==> config.mk <==
export PLATFORM = sky130hd
export DESIGN_NAME = fetch_unit
export DESIGN_NICKNAME = d
export VERILOG_FILES = /design/src/rtl/arm_pkg.sv /design/src/rtl/fetch_unit_if_id_reg.sv /design/src/rtl/fetch_unit.sv
export SDC_FILE = /design/constraint.sdc
export NUM_CORES = 1
export LEC_CHECK = 0
export CORE_ASPECT_RATIO = 1.25
export CORE_MARGIN = 8
export CORE_UTILIZATION = 30
export DETAILED_ROUTE_END_ITERATION = 8
export SYNTH_ARGS = -nofsm -noshare
export SYNTH_HDL_FRONTEND = slang
export SYNTH_SLANG_ARGS = --single-unit
==> constraint.sdc <==
create_clock -name clk -period 7.8 [get_ports clk]
set_clock_uncertainty 0.1 [all_clocks]
set_input_delay 1.56 -clock clk [delete_from_list [all_inputs] [get_ports clk]]
set_output_delay 1.56 -clock clk [all_outputs]
set_load 0.01 [all_outputs]
==> src/rtl/arm_pkg.sv <==
// Shared fetch-stage types and constants for the ARM pipeline slice.
package arm_pkg;

   localparam int PC_W_DEF    = 32;
   localparam int INSTR_W_DEF = 32;
   localparam int PC_INC      = 4;

   typedef enum logic [1:0] {
      FETCH,
      DRAIN,
      HOLD
   } fetch_state_t;

endpackage

==> src/rtl/fetch_unit_if_id_reg.sv <==
// IF/ID pipeline register.
// Priority: flush > freeze > load > bubble (bubble clears only the valid bit).
module if_id_reg #(
   parameter int PC_W    = 32,
   parameter int INSTR_W = 32
) (
   input  logic               clk,
   input  logic               rst,
   input  logic               i_flush,
   input  logic               i_freeze,
   input  logic               i_load,
   input  logic               i_bubble,
   input  logic [PC_W-1:0]    i_pc,
   input  logic [INSTR_W-1:0] i_instr,
   output logic [PC_W-1:0]    o_pc,
   output logic [INSTR_W-1:0] o_instr,
   output logic               o_valid
);

   always_ff @(posedge clk or posedge rst) begin
      if (rst) begin
         o_pc    <= '0;
         o_instr <= '0;
         o_valid <= 1'b0;
      end else if (i_flush) begin
         o_pc    <= '0;
         o_instr <= '0;
         o_valid <= 1'b0;
      end else if (i_freeze) begin
         o_valid <= o_valid;
      end else if (i_load) begin
         o_pc    <= i_pc;
         o_instr <= i_instr;
         o_valid <= 1'b1;
      end else if (i_bubble) begin
         o_valid <= 1'b0;
      end
   end

endmodule

==> src/rtl/fetch_unit.sv <==
// Instruction fetch stage: PC, imem handshake, IF/ID load, hazard freeze and branch redirect.
// Defining FETCH_PERF_EN adds the freeze_cnt/flush_cnt performance counters.
module fetch_unit
   import arm_pkg::*;
#(
   parameter int              PC_W     = PC_W_DEF,
   parameter int              INSTR_W  = INSTR_W_DEF,
   parameter logic [PC_W-1:0] RESET_PC = '0
) (
   input  logic               clk,
   input  logic               rst,
   input  logic               hazard_detected,
   input  logic               branch_taken,
   input  logic [PC_W-1:0]    branch_addr,
   output logic               imem_req,
   output logic [PC_W-1:0]    imem_addr,
   input  logic               imem_ready,
   input  logic [INSTR_W-1:0] imem_rdata,
   output logic [PC_W-1:0]    if_id_pc,
   output logic [INSTR_W-1:0] if_id_instr,
   output logic               if_id_valid
`ifdef FETCH_PERF_EN
   ,
   output logic [31:0]        freeze_cnt,
   output logic [31:0]        flush_cnt
`endif
);

   fetch_state_t       r_state, w_nextState;
   logic [PC_W-1:0]    r_pc, w_pcNext, w_pcPlus4;
   logic [PC_W-1:0]    r_redirectPc, w_redirectNext;
   logic [PC_W-1:0]    r_holdPc;
   logic [INSTR_W-1:0] r_holdInstr;
   logic               w_holdLoad;
   logic               w_flush, w_freeze, w_load, w_bubble;
   logic [PC_W-1:0]    w_loadPc;
   logic [INSTR_W-1:0] w_loadInstr;

   assign w_pcPlus4 = r_pc + PC_W'(PC_INC);
   // Request is held low while reset is asserted so all outputs read zero during reset.
   assign imem_req  = (r_state != HOLD) && !rst;
   assign imem_addr = r_pc;

   always_ff @(posedge clk or posedge rst) begin
      if (rst) begin
         r_state      <= FETCH;
         r_pc         <= RESET_PC;
         r_redirectPc <= '0;
         r_holdPc     <= '0;
         r_holdInstr  <= '0;
      end else begin
         r_state      <= w_nextState;
         r_pc         <= w_pcNext;
         r_redirectPc <= w_redirectNext;
         if (w_holdLoad) begin
            r_holdPc    <= w_pcPlus4;
            r_holdInstr <= imem_rdata;
         end
      end
   end

   always_comb begin
      w_nextState    = r_state;
      w_pcNext       = r_pc;
      w_redirectNext = r_redirectPc;
      w_holdLoad     = 1'b0;
      w_flush        = 1'b0;
      w_freeze       = 1'b0;
      w_load         = 1'b0;
      w_bubble       = 1'b0;
      w_loadPc       = w_pcPlus4;
      w_loadInstr    = imem_rdata;
      case (r_state)
         FETCH: begin
            if (branch_taken) begin
               w_flush = 1'b1;
               if (imem_ready) begin
                  w_pcNext = branch_addr;
               end else begin
                  w_redirectNext = branch_addr;
                  w_nextState    = DRAIN;
               end
            end else if (hazard_detected) begin
               w_freeze = 1'b1;
               if (imem_ready) begin
                  w_holdLoad  = 1'b1;
                  w_nextState = HOLD;
               end
            end else if (imem_ready) begin
               w_load   = 1'b1;
               w_pcNext = w_pcPlus4;
            end else begin
               w_bubble = 1'b1;
            end
         end
         DRAIN: begin
            if (branch_taken) begin
               w_flush        = 1'b1;
               w_redirectNext = branch_addr;
            end else if (hazard_detected) begin
               w_freeze = 1'b1;
            end else begin
               w_bubble = 1'b1;
            end
            // The in-flight response is dropped; the newest redirect target wins.
            if (imem_ready) begin
               w_pcNext    = branch_taken ? branch_addr : r_redirectPc;
               w_nextState = FETCH;
            end
         end
         HOLD: begin
            if (branch_taken) begin
               w_flush     = 1'b1;
               w_pcNext    = branch_addr;
               w_nextState = FETCH;
            end else if (hazard_detected) begin
               w_freeze = 1'b1;
            end else begin
               w_load      = 1'b1;
               w_loadPc    = r_holdPc;
               w_loadInstr = r_holdInstr;
               w_pcNext    = w_pcPlus4;
               w_nextState = FETCH;
            end
         end
         default: begin
            w_nextState = FETCH;
         end
      endcase
   end

   if_id_reg #(
      .PC_W    (PC_W),
      .INSTR_W (INSTR_W)
   ) u_ifId (
      .clk      (clk),
      .rst      (rst),
      .i_flush  (w_flush),
      .i_freeze (w_freeze),
      .i_load   (w_load),
      .i_bubble (w_bubble),
      .i_pc     (w_loadPc),
      .i_instr  (w_loadInstr),
      .o_pc     (if_id_pc),
      .o_instr  (if_id_instr),
      .o_valid  (if_id_valid)
   );

`ifdef FETCH_PERF_EN
   always_ff @(posedge clk or posedge rst) begin
      if (rst) begin
         freeze_cnt <= '0;
         flush_cnt  <= '0;
      end else begin
         if (hazard_detected) freeze_cnt <= freeze_cnt + 32'd1;
         if (branch_taken)    flush_cnt  <= flush_cnt + 32'd1;
      end
   end
`endif

endmodule

# After elaboration in Yosys (flattened, before gate mapping)
# Cells that the tools add are included.
# Widths: inputs -> output; s select.
totals:
  ff_bits: 195
  latch_bits: 0
  ram_bits: 0
  rom_bits: 0
  in_bits: 69
  out_inout_bits: 98
  memories: 0
op_classes:
  addsub: 1
  mul: 0
  div_mod_pow: 0
  order_cmp: 0
  n_eq_ne: 13
  n_shift: 0
  n_mux: 54
  n_bitwise: 0
  n_reduce_logical: 13
op_table:
  columns: ["operator", "n"]
  rows:
  - ["$mux 32", 22]
  - ["$pmux 32 s3", 1]
  - ["$pmux 32 s2", 1]
  - ["$add 32x3->32 const B", 1]
  - ["$mux 1", 20]
  - ["$ne 3x3->1 const B", 5]
  - ["$mux 2", 7]
  - ["$ne 2x2->1 const B", 5]
  - ["$reduce_and 5->1", 2]
  - ["$pmux 2 s3", 1]
  - ["$reduce_bool 3->1", 2]
  - ["$pmux 1 s2", 2]
  - ["$reduce_and 2->1", 2]
  - ["$reduce_bool 2->1", 2]
  - ["$reduce_and 3->1", 1]
  - ["$reduce_or 3->1", 1]
  - ["$eq 2x1->1 const B", 1]
  - ["$eq 2x2->1 const B", 1]
  - ["$logic_not 2->1", 1]
  - ["$ne 2x1->1 const B", 1]
  - ["$logic_and 1x1->1", 1]
  - ["$logic_not 1->1", 1]

# Logic depth before layout (Yosys ltp)
logic_depth:
  depth_word: 8
  ltp_mapped: 8
  ltp_nobuf: 6

# Modules after synthesis
# Synthesis repeated with hierarchy kept, for this count alone.
hier_totals:
  cells_unflattened: 998
  area_unflattened_um2: 10332.4
by_module_without_submodules:
  columns: ["module", "n_inst", "cells_per_inst", "area_each_um2", "seq_area_each_um2"]
  rows:
  - ["fetch_unit", 1, 700, 7016.7, 3253.1]
  - ["if_id_reg", 1, 298, 3315.7, 1626.6]

# Least setup slack after synthesis
# OpenSTA, ideal clock, no wires.
synth_timing:
  path_type: "input to output"
  from: "in rst"
  to: "out imem_req"
  t_arrival_ns: 1.759
  required_ns: 6.140
  setup_slack_ns: 4.381
  stages: 1
  n_path_buf: 0
  cell_sequence: "a21oi_1"
synth_between:
  elab_chain_cells: 2
synth_rtl:
  columns: ["element", "line_no", "source"]
  rows:
  - ["start: declaration", "fetch_unit.sv:11", "input logic rst,"]
  - ["$logic_not 1->1 (no source line)", null, null]
  - ["$logic_and 1x1->1", "fetch_unit.sv:41", "assign imem_req = (r_state != HOLD) && !rst;"]
  - ["end: declaration", "fetch_unit.sv:15", "output logic imem_req,"]
# No other way between the ends.

# Worst setup path after layout
# Ends and elaborated chain as after synthesis.

==> qor.yml <==
worst_setup_path:
  cp-start-kind: "primary input"
  cp.required_ns: 6.14
  worstPathMaxFanout: 2
  critical_path_class: "primary input to primary output"
  endpoint_kind: "primary output"
  critPathArrivalTime_ns: 2.80
yosys:
  synth_async_sr_flop_share_pct: 100
  syn_nets: 944
  yosys-top-cells-count: "dfrtp_1 (195), o21ai_0 (89), nor2_1 (86)"
  synth-main-ff-cell: "dfrtp_1"
  yosysWarnings: 0
  synth_area_per_cell_um2: 10.6
  synth_enable_flop_cells: 0
  synth_seq_cells: 195
  synth.distinct_cells: 60
  yosysMostFrequentCell: "dfrtp_1"
  synth_area_um2: 9260
  seq_area_frac_synth_pct: 52.7
  synth_area_leaders: "dfrtp_1 (53%), mux2_2 (8.8%), mux2i_1 (4.9%)"
  synth_cells: 874
  yosys.area.top_type_share_pct: 52.7
  synth_area_leader_cell: "dfrtp_1"
timing:
  maxSlewHeadroom_pct: 18.6
  max_freq_mhz: 224
  timing.setup.tns_ns: 0
  finalCriticalPeriod_ns: 4.46
  finalHoldViolations: 0
  rsz0062_at_grt: "false"
  setup_viol: 0
  final_max_slew_viol_count: 0
  finalCritPeriodShare_pct: 57.2
  worstMarginPinSlew_ns: 1.22
clocking:
  clkTransAtPathRegs_ns: 0.07
  htreeDepth: 4
  numCtsBuffers: 17
  cts_setup_buffers: 0
  clock_latency_ns: 0.44
  root_buffer: "clkbuf_16"
  clock_sink_count: 195
  cts_tree: "built"
  cts_hold_buf: 0
  cts_resized: 0
  clk_path_buf_depth: 2
floorplan:
  die-height_um: 212
  fp.dieArea_um2: 36800
  num_rows: 72
  io_pins: 167
  start_util_pct: 30.2
  die_x_um: 173
  core_um2: 30600
finish:
  regArea_um2: 4880
  layout-drive-gt1-share_pct: 13.3
  fin_nets: 1075
  multiInputGateArea_um2: 4100
  syn2layout_area_growth_pct: 27.9
  num-fill-cells: 3047
placed_design:
  gp_congestion: 0.805
  io_buffers: 166
  hpwl_mm: 17.7
detailed_routing:
  via_per_inst: 5.01
  post-route-drc-count: 0
  num_vias: 7128
  finalWirelength_mm: 25.8
  dr.pass1.iters: 5
  ant_nets: 0
  drt-initial-drc-count: 451
  wire_per_inst_um: 18.1
outcome:
  status: "complete, no violations"
power:
  intPower_mw: 1.99
  power.density_nw_per_um2: 236
  clkPwrFrac_pct: 31.2
  p_leak_nw: 4.59
  switching_share_pct: 29.1
  seqPwrFrac_pct: 47.7
  finalPower_mw: 2.80
  switchingPower_uw: 815
  pwr-share-comb_pct: 21.1
  vdd_drop_max_v: 0.000105
min_path:
  hold_class: "flip-flop to flip-flop"
job:
  cap_viol_max_count: 0
global_routing:
  grt_overflow: 0
  grt_max_degree: 133
  antenna_found_initial: 1
  track_usage_pct: 14.2
  grt_pass1_wl_mm: 41.2
  grt_pass1_vias: 6995
-- sequential cells by signal, indices dropped and copies added, names as in the netlist --
| name | flops |
|---|---|
| imem_addr | 32 |
| r_holdInstr | 32 |
| r_holdPc | 32 |
| u_ifId.o_instr | 32 |
| r_state | 2 |
| u_ifId.o_valid | 1 |
| u_ifId.o_pc | 32 |
| r_redirectPc | 32 |
-- layout by cell type (no fill, tap or decap), drive strengths merged, types with 3 or more instances in the layout --
| cell | n |
|---|---|
| dfrtp | 195 |
| clkdlybuf4s50 | 165 |
| o21ai | 99 |
| nor2 | 86 |
| mux2 | 72 |
| a21oi | 56 |
| mux2i | 45 |
| nand2 | 37 |
| nand3 | 33 |
| a211oi | 28 |
| nor3 | 24 |
| clkbuf | 21 |
| xnor2 | 17 |
| and3 | 14 |
| buf | 13 |
| a22oi | 11 |
| inv | 10 |
| nor4 | 10 |
| a32oi | 7 |
| nand4 | 7 |
| a221oi | 5 |
| xor2 | 5 |
| a31oi | 4 |
| a211o | 4 |
| and4 | 4 |
| o211ai | 3 |
| o31a | 3 |
| or3 | 3 |
| clkinvlp | 3 |
| or4 | 3 |
-- worst paths after layout --
kind	start	end	slack, ns	depth (start not counted)
hold / removal	r_holdPc[15]	u_ifId.o_pc[15]	0.39	2
setup reg to reg	r_state[1]	u_ifId.o_pc[11]	4.88	6
setup / recovery	rst	imem_req	3.34	3
min in group asynchronous	rst	r_redirectPc[15]	1.67	2
max in group asynchronous	rst	r_holdInstr[27]	4.50	3
hold reg to reg	r_holdPc[15]	u_ifId.o_pc[15]	0.39	2
-- layout make-up --
type	instances	share of cell area, %
Antenna cell	1	0.0211
Clock buffer	21	3.89
Clock inverter	8	0.888
Inverter	9	0.349
Multi-Input combinational cell	604	34.6
Sequential cell	195	41.2
Tap cell	407	4.30
Timing Repair Buffer	178	14.8
-- through the flow --
| stage | hold WS (ns) | util [%] | instance area, um^2 | worst slack [ns] | cells |
|---|---|---|---|---|---|
| 4_1_cts | 0.396 | 38.7 | 11800 | 3.33 | 1422 |
| 3_3_place_gp | 0.370 | 36.8 | 11300 | 3.20 | 1393 |
| 3_5_place_dp | 0.379 | 36.8 | 11300 | 3.15 | 1393 |
| 5_1_grt | 0.419 | 38.7 | 11800 | 3.27 | 1422 |
| 2_1_floorplan | 0.361 | - | 9260 | 0.828 | 874 |
| 6_report | 0.391 | 38.7 | 11800 | 3.34 | 1423 |
-- power by group through the flow --
stage | Sequential (mW) | Combinational (mW) | Clock, mW
3_3_place_gp | 1.35 | 0.588 | 0
5_1_grt | 1.36 | 0.655 | 0.937
4_1_cts | 1.33 | 0.600 | 0.901
3_5_place_dp | 1.35 | 0.598 | 0
6_report | 1.33 | 0.591 | 0.875
2_1_floorplan | 1.34 | 0.334 | 0
-- critical path, cell delays in order --
cell and delay (ns):
clkdlybuf4s50_1 0.51, a21oi_1 0.17, clkdlybuf4s50_1 0.56
-- logic make-up after synthesis --
family | count (synthesis) | synth area share (%)
buffers and inverters | 75 | 3.43
multiplexers | 117 | 13.6
adder cells (fa/ha/maj) | 1 | 0.135
flip-flops | 195 | 52.7
AND/OR/NAND/NOR | 231 | 12.6
AO/OA/AOI/OAI | 233 | 15.4
XOR/XNOR | 22 | 2.08
-- layer usage --
layer | wire length [um] | part of all wire (%) | vias to the layer above | track usage (%)
met5 | 0 | 0 | - | 0
met4 | 476 | 1.8 | 0 | 4.82
li1 | - | - | 3435 | -
met1 | 11900 | 46 | 3506 | 18.6
met3 | 1290 | 5.0 | 27 | 3.68
met2 | 12200 | 47 | 160 | 22.5
No activity file was read; power rests on OpenSTA's default activity.
